### config.mk
export PLATFORM = sky130hd
export DESIGN_NAME = cp0_unit
export DESIGN_NICKNAME = d
export VERILOG_FILES = /design/src/rtl/cp0_pkg.sv /design/src/rtl/cp0_unit.sv
export SDC_FILE = /design/constraint.sdc
export NUM_CORES = 1
export LEC_CHECK = 0
export BUFFER_PORTS_ARGS = -buffer_cell sky130_fd_sc_hd__clkbuf_2
export CAP_MARGIN = 30
export CORE_MARGIN = 5
export CORE_UTILIZATION = 44
export DETAILED_ROUTE_END_ITERATION = 8
export GPL_TIMING_DRIVEN = 0
export HOLD_SLACK_MARGIN = 0.1
export PLACE_DENSITY = 0.73
export SKIP_LAST_GASP = 1
export SYNTH_ARGS = -nofsm -noshare
export SYNTH_HDL_FRONTEND = slang
export SYNTH_SLANG_ARGS = --single-unit
export TNS_END_PERCENT = 10
### constraint.sdc
create_clock -name clk -period 2.3 [get_ports clk]
set_input_delay 0.575 -clock clk [delete_from_list [all_inputs] [get_ports clk]]
set_output_delay 0.575 -clock clk [all_outputs]
set_load 0.005 [all_outputs]
### src/rtl/cp0_pkg.sv
// cp0_pkg: shared definitions for the CP0 system-control block.
//   Register numbers, SR/Cause field positions, exception codes and the
//   NORMAL/HANDLER state encoding used by cp0_unit.
package cp0_pkg;

    // CP0 register numbers
    localparam logic [4:0] CP0_SR    = 5'd12;
    localparam logic [4:0] CP0_CAUSE = 5'd13;
    localparam logic [4:0] CP0_EPC   = 5'd14;
    localparam logic [4:0] CP0_PRID  = 5'd15;

    // SR field positions
    localparam int SR_IM_HI  = 15;
    localparam int SR_IM_LO  = 10;
    localparam int SR_EXL    = 1;
    localparam int SR_IE     = 0;

    // Cause field positions
    localparam int CAUSE_BD     = 31;
    localparam int CAUSE_IP_HI  = 15;
    localparam int CAUSE_IP_LO  = 10;
    localparam int CAUSE_EXC_HI = 6;
    localparam int CAUSE_EXC_LO = 2;

    // ExcCode values
    localparam logic [4:0] EXC_INT  = 5'd0;
    localparam logic [4:0] EXC_ADEL = 5'd4;
    localparam logic [4:0] EXC_ADES = 5'd5;
    localparam logic [4:0] EXC_RI   = 5'd10;
    localparam logic [4:0] EXC_OV   = 5'd12;

    // The state is exactly SR.EXL
    typedef enum logic {
        ST_NORMAL  = 1'b0,
        ST_HANDLER = 1'b1
    } cp0_state_e;

    // Address the EPC should record for the faulting/interrupted instruction:
    // a delay-slot instruction restarts at its branch.
    function automatic logic [31:0] epc_target(input logic [31:0] pc_i, input logic bd_i);
        return bd_i ? (pc_i - 32'd4) : pc_i;
    endfunction

endpackage

### src/rtl/cp0_unit.sv
// cp0_unit: CP0 register block (SR, Cause, EPC, PRId) with exception and
// interrupt request generation and handler-entry/eret sequencing.
//
// Ports:
//   clk       - clock, all state changes on rising edge
//   reset     - synchronous active-high reset
//   addr      - CP0 register number for mfc0/mtc0
//   we        - mtc0 write enable
//   din       - mtc0 write data
//   dout      - mfc0 read data (combinational, pre-edge contents)
//   pc        - PC of the instruction at the commit point
//   bd        - commit-point instruction sits in a branch delay slot
//   exc_code  - synchronous exception code, 0 = none
//   hw_int    - device interrupt lines
//   eret      - eret at the commit point
//   req       - enter the handler this cycle (combinational)
//   epc_out   - current EPC register value
//
// state       | meaning
// ------------+---------------------------------------------------
// ST_NORMAL   | EXL=0, exceptions and enabled interrupts accepted
// ST_HANDLER  | EXL=1, inside handler, req held low until eret
module cp0_unit
    import cp0_pkg::*;
#(
    parameter logic [31:0] PRID = 32'h0000_2019
) (
    input  logic        clk,
    input  logic        reset,
    input  logic [4:0]  addr,
    input  logic        we,
    input  logic [31:0] din,
    output logic [31:0] dout,
    input  logic [31:0] pc,
    input  logic        bd,
    input  logic [4:0]  exc_code,
    input  logic [5:0]  hw_int,
    input  logic        eret,
    output logic        req,
    output logic [31:0] epc_out
);

    cp0_state_e  state_q, state_d;
    logic [5:0]  im_q, im_d;
    logic        ie_q, ie_d;
    logic        bd_q, bd_d;
    logic [5:0]  ip_q, ip_d;
    logic [4:0]  exc_q, exc_d;
    logic [31:0] epc_q, epc_d;

    logic        exl;
    logic        int_req;
    logic        exc_req;
    logic [31:0] sr_val;
    logic [31:0] cause_val;

    assign exl     = (state_q == ST_HANDLER);
    // Live hw_int is used, so a line rising this cycle is taken immediately.
    assign int_req = ie_q & ~exl & (|(hw_int & im_q));
    assign exc_req = ~exl & (exc_code != 5'd0);
    assign req     = int_req | exc_req;
    assign epc_out = epc_q;

    always_comb begin
        sr_val                     = '0;
        sr_val[SR_IM_HI:SR_IM_LO]  = im_q;
        sr_val[SR_EXL]             = exl;
        sr_val[SR_IE]              = ie_q;

        cause_val                          = '0;
        cause_val[CAUSE_BD]                = bd_q;
        cause_val[CAUSE_IP_HI:CAUSE_IP_LO] = ip_q;
        cause_val[CAUSE_EXC_HI:CAUSE_EXC_LO] = exc_q;
    end

    always_comb begin
        case (addr)
            CP0_SR:    dout = sr_val;
            CP0_CAUSE: dout = cause_val;
            CP0_EPC:   dout = epc_q;
            CP0_PRID:  dout = PRID;
            default:   dout = 32'd0;
        endcase
    end

    always_comb begin
        state_d = state_q;
        im_d    = im_q;
        ie_d    = ie_q;
        bd_d    = bd_q;
        ip_d    = hw_int;
        exc_d   = exc_q;
        epc_d   = epc_q;

        if (req) begin
            // Handler entry; any mtc0 in the same cycle is dropped.
            state_d = ST_HANDLER;
            bd_d    = bd;
            exc_d   = int_req ? EXC_INT : exc_code;
            epc_d   = epc_target(pc, bd);
        end else begin
            if (we) begin
                case (addr)
                    CP0_SR: begin
                        im_d    = din[SR_IM_HI:SR_IM_LO];
                        ie_d    = din[SR_IE];
                        state_d = din[SR_EXL] ? ST_HANDLER : ST_NORMAL;
                    end
                    CP0_EPC: epc_d = din;
                    default: ;
                endcase
            end
            // eret's EXL clear takes precedence over a written EXL bit
            if (eret) begin
                state_d = ST_NORMAL;
            end
        end
    end

    always_ff @(posedge clk) begin
        if (reset) begin
            state_q <= ST_NORMAL;
            im_q    <= '0;
            ie_q    <= 1'b0;
            bd_q    <= 1'b0;
            ip_q    <= '0;
            exc_q   <= '0;
            epc_q   <= '0;
        end else begin
            state_q <= state_d;
            im_q    <= im_d;
            ie_q    <= ie_d;
            bd_q    <= bd_d;
            ip_q    <= ip_d;
            exc_q   <= exc_d;
            epc_q   <= epc_d;
        end
    end

endmodule

==> results of run 1 <==
==> final cells by class <==
type / count / area [sq um]
multi-input combinational: 343 / 2520
clock buffer: 6 / 72.57
inverter: 8 / 30.03
tap: 105 / 131.4
timing repair buffer: 152 / 778.2
fill: 778 / 3297
clock inverter: 2 / 38.79
buffer: 48 / 264.0
sequential: 52 / 1044
==> worst max-delay path, stage by stage <==
cell	delay, ps
clkbuf_2	120
or4_4	560
or3_4	440
clkbuf_4	200
clkbuf_4	210
o31ai_1	270
a31oi_1	170
==> cells by family after synthesis <==
kind of cell / Yosys count / share of synthesized area [%]
AND/OR/NAND/NOR: 178 / 30.56
AO/OA/AOI/OAI: 130 / 26.05
buffers and inverters: 57 / 5.936
flip-flops: 52 / 28.22
multiplexers: 24 / 6.513
XOR/XNOR: 10 / 2.375
adder cells (fa/ha/maj): 1 / 0.3392
==> per-stage QoR <==
stage               hold slack [ps]  setup WS (ps)
global placement              456.5         -694.5
finish                        470.6         -63.61
floorplan                     443.6         -172.3
CTS                           480.2         -12.85
detailed placement            466.0         -723.3
global route                  503.7         -83.38
==> power by group <==
group	switching (W)	internal, W
clock	0.000332	0.000330
sequential	0.0000575	0.000969
combinational	0.000325	0.000258
total	0.000714	0.00156
==> worst min-delay path by stage <==
| stage | startpoint | endpoint | slack (ps) | cells after the start |
|---|---|---|---|---|
| global route | im_q[1] | im_q[1] | 500 | 2 |
| floorplan | im_q[3] | im_q[3] | 440 | 2 |
| detailed placement | im_q[3] | im_q[3] | 470 | 2 |
| global placement | im_q[4] | im_q[4] | 460 | 2 |
| CTS | im_q[3] | im_q[3] | 480 | 2 |
| finish | im_q[4] | im_q[4] | 470 | 2 |
==> cells in the final DEF, fill, tap and decap left out, types with 4 or more instances in the layout <==
cell and instances:
nor2_1 18, or3_1 10, nor3_1 9, clkbuf_8 8
o21a_1 4, o21ai_0 5, nor4bb_1 8, a31oi_1 14
o31ai_1 20, a22oi_1 7, or4_1 14, a21oi_1 14
clkbuf_1 32, nand3_1 9, or3b_2 4, and3_1 19
or2_2 4, nor4_1 4, inv_1 7, buf_4 7
and4_1 14, nand4_1 11, nand2_1 21, dfxtp_1 50
nor2b_1 9, a211oi_1 25, mux2i_1 24, clkbuf_4 5
o41ai_1 17, clkbuf_2 147, xor2_1 7, o31a_1 14
==> routing by layer <==
metal / wire length [um] / vias up
met5: 0 / -
met2: 6756 / 227
met4: 264 / 0
li1: - / 2104
met1: 5885 / 2102
met3: 1350 / 24
==> registers in the layout, summed over array words and instances (netlist names) <==
name and cells:
exc_q 5, ie_q 1, ip_q 6, im_q 6, epc_out 32, bd_q 1
exl 1
==> repair_timing <==
action / 4_1_cts / 5_1_grt
setup endpoints to repair: 47 / 25
gates resized for setup: 35 / 10
pin swaps: 2 / 2
buffers inserted: 4 / 3
==> flow_metrics.py, run 1 <==
metrics = {
    "run_status": {
        "status": "finished with violations",
        "violations": "negative setup slack",
    },
    "setup_path": {
        "r2r_start": "im_q[1]",
        "cp-start-kind": "primary input",
        "crit_path_end_kind": "flop",
        "cp_max_fo": 10,
        "r2r_cells": 7,
        "startpoint": "pc[12]",
        "cp.required_ps": 2480,
        "timing.rr.end": "epc_out[23]",
        "crit_path_end": "epc_out[23]",
        "crit_type": "primary input to flop",
        "cp.arrival_ps": 2550,
        "reg2reg_slack_ps": 120,
    },
    "finish": {
        "nets": 696,
        "drive_gt1_share_pct": 33.22,
        "stdcell_area_sq_um": 4878,
        "instances_no_fill": 716,
        "fin_util_pct": 59.67,
        "area_growth_syn_to_layout_pct": 32.26,
        "diodes": 0,
    },
    "logic_synthesis": {
        "synth_edf_count": 0,
        "yosysWarnings": 0,
        "synth_area_leader_cell": "dfxtp_1",
        "synth-seq-cells": 52,
        "synth_cell_types": 50,
        "synth_flop_cell": "dfxtp_1",
        "ys_top_cells_by_area": "dfxtp_1, mux2i_1, a211oi_1",
        "synth_most_common_cell": "dfxtp_1",
        "avgSynthCellArea_sq_um": 8.160,
        "synth_top_area_share_pct": 28.22,
        "synth_cells": 452,
        "netlist_area_sq_um": 3689,
        "seq_area_frac_synth_pct": 28.22,
        "async_flop_share_pct": 0,
        "synth_common_cells": "dfxtp_1, clkbuf_1, a211oi_1, mux2i_1, nand2_1",
        "syn-num-nets": 538,
    },
    "clock_tree": {
        "insertion_delay_ps": 320,
        "ctsRootBufferMaster": "clkbuf_8",
        "cts_hold_buffers": 0,
        "tritoncts": "yes",
        "cts_sinks": 52,
        "clk_path_buf_depth": 2,
        "cts-htree-levels": 2,
        "numCtsBuffers": 5,
        "clkTransAtPathRegs_ps": 100,
    },
    "floorplan": {
        "initial_core_util_pct": 45.12,
        "die_y_um": 101.6,
        "die_w_um": 101.6,
        "core_area_sq_um": 8175,
        "io_pins": 150,
        "rows": 33,
        "dieArea_sq_um": 10310,
    },
    "pwr": {
        "peakVddDrop_uv": 235.1,
        "powerDensity_nw_per_um2": 465.6,
        "power_w": 0.002271,
        "p_leak_nw": 2.083,
    },
    "placed_design": {
        "numPlacedInstances": 702,
        "gp_congestion": 0.9157,
        "dp_hpwl_um": 11050,
        "placed_area_sq_um": 4572,
        "portBuffers": 145,
    },
    "hold_path": {
        "min_path_type": "flop to flop",
    },
    "sta": {
        "rsz0062_at_grt": "true",
        "setup_viol": 3,
        "post-route-period-util_pct": 102.8,
        "slew_violations": 0,
        "setup_tns_ps": -73.49,
        "fmax_mhz": 423.1,
        "timing.final.hold_violations": 0,
        "worst_clock_skew_ps": 5.247,
        "fin_ws_ps": -63.61,
        "relSlewSlack_pct": 46.86,
        "max_slew.worst_pin.slew_ps": 777.0,
        "period_needed_ps": 2364,
    },
    "route": {
        "first_iter_violations": 359,
        "vias_per_cell": 6.225,
        "wl_per_cell_um": 19.91,
        "firstDrtPassIters": 5,
        "drc": 0,
        "drt_wl_total_um": 14260,
        "ant_nets": 0,
        "vias": 4457,
    },
    "global_route": {
        "grt_max_degree": 17,
        "met2_usage_pct": 43.71,
        "grt_pass1_wl_um": 21670,
        "track_usage_pct": 26.65,
        "antenna_found_initial": 0,
        "grt_use_met1_pct": 35.55,
        "met3_usage_pct": 4.890,
        "overflow": 0,
        "first_global_vias": 4220,
        "busiest_layer": "met2",
    },
    "job": {
        "cap_violations": 0,
    },
}
No activity file was read; power rests on OpenSTA's default activity.
==> run 2: changes to the inputs <==
==> constraint.sdc (replaced) <==
create_clock -name clk -period 2.3 [get_ports clk]
set_input_delay 0.115 -clock clk [delete_from_list [all_inputs] [get_ports clk]]
set_output_delay 0.115 -clock clk [all_outputs]
set_load 0.005 [all_outputs]
==> run 2 against run 1 <==
Compared with the run above: the flow now finishes without violations; global-route usage is 0.35 points higher; hold slack worse by 360 ps; combinational power is 0.9% higher; fmax is 3.1% higher; largest cell class unchanged; utilization is 0.37 points higher; power is 3.0% lower; sequential power hardly changed; clock skew is 8.0 ps higher.
==> flow_metrics.py, run 2 (synthesis gave the netlist of run 1 again) <==
metrics = {
    "run_status": {
        "status": "finished, final reports clean",
    },
    "route": {
        "vias_per_cell": 6.356,
        "ant_nets": 0,
        "vias": 4665,
        "wl_per_cell_um": 19.93,
        "firstDrtPassIters": 5,
        "drc": 0,
        "first_iter_violations": 442,
        "drt_wl_total_um": 14630,
    },
    "sta": {
        "relSlewSlack_pct": 42.86,
        "timing.final.hold_violations": 0,
        "worst_clock_skew_ps": 13.25,
        "setup_viol": 0,
        "post-route-period-util_pct": 99.65,
        "period_needed_ps": 2292,
        "slew_violations": 0,
        "rsz0062_at_grt": "true",
        "setup_tns_ps": 0,
        "max_slew.worst_pin.slew_ps": 857.1,
        "fmax_mhz": 436.3,
        "fin_ws_ps": 8.048,
    },
    "setup_path": {
        "cp.arrival_ps": 2180,
        "cp-start-kind": "primary input",
        "cp_max_fo": 10,
        "crit_path_end_kind": "primary output",
        "crit_type": "primary input to primary output",
        "cp.required_ps": 2180,
    },
    "hold_path": {
        "min_path_type": "primary input to flop",
    },
    "floorplan": {
        "io_pins": 150,
        "initial_core_util_pct": 45.12,
        "die_y_um": 101.6,
        "core_area_sq_um": 8175,
        "die_w_um": 101.6,
        "dieArea_sq_um": 10310,
        "rows": 33,
    },
    "placed_design": {
        "dp_hpwl_um": 11020,
        "gp_congestion": 0.9912,
        "place_ws_ps": -199.0,
        "portBuffers": 145,
        "numPlacedInstances": 702,
    },
    "clock_tree": {
        "numCtsBuffers": 5,
        "tritoncts": "yes",
        "ctsRootBufferMaster": "clkbuf_8",
        "insertion_delay_ps": 330,
        "clkTransAtPathRegs_ps": 110,
        "clk_path_buf_depth": 2,
        "cts_sinks": 52,
        "cts_setup_buffers": 0,
        "cts-htree-levels": 2,
    },
    "finish": {
        "largest_register_ffs": 32,
        "n_fill_cell": 778,
        "nets": 714,
        "seqCellArea_sq_um": 1041,
        "diodes": 0,
        "area_growth_syn_to_layout_pct": 33.07,
        "multi_input_area_sq_um": 2446,
        "instances_no_fill": 734,
        "layout_common_cells": "clkbuf_2, dfxtp_1, clkbuf_1",
        "final_common_cell": "clkbuf_2",
        "drive_gt1_share_pct": 27.82,
    },
    "global_route": {
        "first_global_vias": 4351,
        "met3_usage_pct": 3.099,
        "antenna_found_initial": 0,
        "grt_max_degree": 19,
        "busiest_layer": "met2",
        "track_usage_pct": 27.00,
        "overflow": 0,
        "grt_use_met1_pct": 37.55,
        "met2_usage_pct": 42.25,
        "grt_pass1_wl_um": 22070,
    },
    "pwr": {
        "powerDensity_nw_per_um2": 449.1,
        "p_leak_nw": 2.070,
        "peakVddDrop_uv": 251.0,
    },
    "job": {
        "cap_violations": 0,
    },
}
[run 2: area by class of cell]
cell class	instances	share of cell area, %
inverter	8	0.6118
clock buffer	5	1.402
tap	105	2.677
sequential	52	21.21
buffer	48	3.824
multi-input combinational	343	49.83
timing repair buffer	170	19.88
clock inverter	3	0.5608
[run 2: where the power goes]
part / leakage [nW] / internal, W / switching [W] / total (W)
clock: 0.0463 / 0.000225 / 0.000366 / 0.000591
sequential: 0.431 / 0.000969 / 0.0000552 / 0.00102
combinational: 1.59 / 0.000263 / 0.000327 / 0.000589
total: 2.07 / 0.00146 / 0.000748 / 0.00220
[run 2: what timing repair did]
item	CTS	global route
pin swaps	0	1
hold buffers	25	0
endpoints found under the setup margin	7	26
resized for setup	2	5
endpoints found under the hold margin	25	0
[run 2: per-stage QoR]
step                      hold WS (ps)  total power [W]  utilization, %  cell area [sq um]
after floorplan                  243.2         0.001317               -               3689
after detailed placement         358.0         0.001583           55.60               4546
final                            107.7         0.002204           60.04               4908
after global placement           348.2         0.001570           55.60               4546
after CTS                        106.7         0.002182           59.93               4900
after global routing             125.4         0.002286           60.04               4908
[run 2: path summary, 6_finish.rpt]
path	start	endpoint	slack [ps]	cells after the start
max	hw_int[3]	req	8	8
min reg2reg	im_q[4]	im_q[4]	490	2
max reg2reg	im_q[1]	epc_out[20]	170	6
min	din[9]	epc_out[9]	110	3
[run 2: per-layer routing]
| layer | vias to the layer above | part of all wire (%) |
|---|---|---|
| met2 | 278 | 46 |
| met4 | 0 | 3.6 |
| met5 | - | 0 |
| met1 | 2202 | 42 |
| li1 | 2132 | - |
| met3 | 53 | 8.8 |
[run 2: worst max-delay path, cell delays in order]
cell and delay [ps]:
dlygate4sd3_1 530, clkbuf_2 110, a22oi_1 110, a311oi_2 550
nor2_1 140, inv_1 170, clkbuf_2 280, clkbuf_2 160
==> run 3: changes to the inputs <==
ABC_AREA = 1   (was unset)
==> run 3 against run 2 <==
Compared with the run above: power down 1.8%; clock skew decreased by 3.0 ps; hold slack gained 2.0 ps; critical path depth grew 2; sequential share of layout area grew 0.85 points; via count down 7.0%; area after synthesis decreased by 3.6%; die area decreased by 3.2%; synthesized cell count is 26% higher; wire length shrank 9.6%; critical path type unchanged.
==> flow_metrics.py, run 3 <==
metrics = {
    "run_status": {
        "status": "finished, final reports clean",
    },
    "pwr": {
        "peakVddDrop_uv": 288.2,
        "powerDensity_nw_per_um2": 458.5,
        "p_leak_nw": 2.353,
    },
    "floorplan": {
        "die_w_um": 99.92,
        "initial_core_util_pct": 45.56,
        "rows": 32,
        "io_pins": 150,
        "die_y_um": 99.92,
        "dieArea_sq_um": 9983,
        "core_area_sq_um": 7807,
    },
    "placed_design": {
        "numPlacedInstances": 819,
        "portBuffers": 148,
        "dp_hpwl_um": 10440,
        "gp_congestion": 0.9032,
    },
    "route": {
        "drt_wl_total_um": 13230,
        "vias": 4340,
        "firstDrtPassIters": 4,
        "first_iter_violations": 183,
        "ant_nets": 0,
        "vias_per_cell": 5.124,
        "drc": 0,
        "wl_per_cell_um": 15.62,
    },
    "global_route": {
        "grt_max_degree": 16,
        "overflow": 0,
        "track_usage_pct": 26.13,
        "first_global_vias": 4342,
        "antenna_found_initial": 0,
        "grt_pass1_wl_um": 20930,
    },
    "logic_synthesis": {
        "ys_top_cells_by_area": "dfxtp_1, nand2_1, nor2_1",
        "synth_common_cells": "nand2_1, nor2_1, inv_1, dfxtp_1, o21ai_0",
        "synth_cells": 569,
        "synth_top_area_share_pct": 29.26,
        "synth_area_leader_cell": "dfxtp_1",
        "seq_area_frac_synth_pct": 29.26,
        "netlist_area_sq_um": 3557,
        "synth-seq-cells": 52,
        "synth_edf_count": 0,
        "synth_cell_types": 46,
        "avgSynthCellArea_sq_um": 6.252,
        "yosysWarnings": 0,
        "synth_most_common_cell": "nand2_1",
        "async_flop_share_pct": 0,
        "synth_flop_cell": "dfxtp_1",
        "syn-num-nets": 655,
    },
    "clock_tree": {
        "numCtsBuffers": 5,
        "cts-htree-levels": 2,
        "clkTransAtPathRegs_ps": 90,
        "post_cts_resized": 0,
        "cts_sinks": 52,
        "ctsRootBufferMaster": "clkbuf_8",
        "insertion_delay_ps": 310,
        "tritoncts": "yes",
        "cts_setup_buffers": 0,
        "clk_path_buf_depth": 2,
    },
    "setup_path": {
        "cp_max_fo": 10,
        "path_buf_inv": 5,
        "crit_path_end_kind": "primary output",
        "critPathMaxStageDelay_ps": 540,
        "cp_top_family": "buffers and inverters",
        "cp-start-kind": "primary input",
        "slowest_stage": "dlygate4sd3_1",
        "cp.required_ps": 2180,
        "crit_type": "primary input to primary output",
        "cp.arrival_ps": 1790,
        "path_cells": "dlygate4sd3_1 > clkbuf_2 > nand2_1 > and3_1 > nand2_1 > nand2_4 > nand2_2 > buf_6 > buf_6 > clkbuf_2",
    },
    "sta": {
        "worst_clock_skew_ps": 10.28,
        "slew_violations": 0,
        "post-route-period-util_pct": 83.04,
        "fmax_mhz": 523.6,
        "timing.final.hold_violations": 0,
        "period_needed_ps": 1910,
        "setup_tns_ps": 0,
        "setup_viol": 0,
        "rsz0062_at_grt": "false",
        "max_slew.worst_pin.slew_ps": 621.3,
        "relSlewSlack_pct": 58.58,
    },
    "finish": {
        "largest_register_ffs": 32,
        "diodes": 0,
        "final_common_cell": "nand2_1",
        "drive_gt1_share_pct": 26.85,
        "fin_util_pct": 60.45,
        "nets": 830,
        "layout_common_cells": "nand2_1, clkbuf_2, nor2_1",
        "instances_no_fill": 847,
        "n_fill_cell": 815,
        "area_growth_syn_to_layout_pct": 32.68,
    },
    "job": {
        "cap_violations": 0,
    },
    "hold_path": {
        "min_path_type": "primary input to flop",
    },
}
[run 3: cell types whose count changed after synthesis, moves of 23 or more]
cell / change
nor2_1: +66
inv_1: +60
o21ai_0: +35
a211oi_1: -23
mux2i_1: -24
clkbuf_1: -37
nand2_1: +140
[run 3: layer usage]
metal / vias to the layer above / wire length (um) / track usage, %
met2: 177 / 6386 / 45.87
met5: - / 0 / 0
met3: 26 / 901 / 4.100
met4: 0 / 333 / 8.929
met1: 1983 / 5607 / 32.38
li1: 2154 / - / -
[run 3: layout make-up]
type                       count  area, sq um  area share, %
clock inverter                 1        7.507         0.1591
clock buffer                   7        86.33          1.829
buffer                        24        167.7          3.552
multi-input combinational    420         2074          43.96
tap                          102        127.6          2.704
timing repair buffer         168        940.9          19.94
sequential                    52         1041          22.06
inverter                      73        274.0          5.806
[run 3: final timing paths]
| path | cells after the start | startpoint | slack [ps] | endpoint |
|---|---|---|---|---|
| worst max-delay path | 10 | hw_int[2] | 390 | req |
| worst min-delay path | 3 | din[13] | 110 | im_q[3] |
| worst max register to register | 10 | im_q[5] | 690 | im_q[2] |
| worst min register to register | 2 | exc_q[3] | 470 | exc_q[3] |
[run 3: cell families after synthesis]
family | share of synthesized area [%]
adder cells (fa/ha/maj) | 0.3517
flip-flops | 29.26
buffers and inverters | 12.42
XOR/XNOR | 4.432
AND/OR/NAND/NOR | 37.50
AO/OA/AOI/OAI | 16.04
[run 3: worst min-delay path, cell delays in order]
cell and delay [ps]:
clkbuf_2 90, o21ai_0 80, nor2_1 100
[run 3: report_power, final]
group / switching, W / internal [W] / leakage [nW]
sequential: 0.0000485 / 0.000971 / 0.431
combinational: 0.000329 / 0.000238 / 1.88
clock: 0.000332 / 0.000246 / 0.0445
total: 0.000709 / 0.00146 / 2.35
[run 3: timing repair]
item / in CTS / in global routing
hold endpoints to repair: 20 / 0
endpoints found under the setup margin: 0 / 0
hold buffers: 20 / 0
[run 3: metrics by stage]
stage / total power, W / setup WS, ps / instance area [sq um] / hold WS, ps
detailed placement: 0.001573 / 707.5 / 4425 / 329.9
finish: 0.002164 / 390.2 / 4720 / 109.7
CTS: 0.002161 / 417.6 / 4720 / 103.0
global placement: 0.001566 / 720.7 / 4425 / 320.8
floorplan: 0.001314 / 956.3 / 3557 / 222.0
global route: 0.002265 / 347.6 / 4720 / 114.9
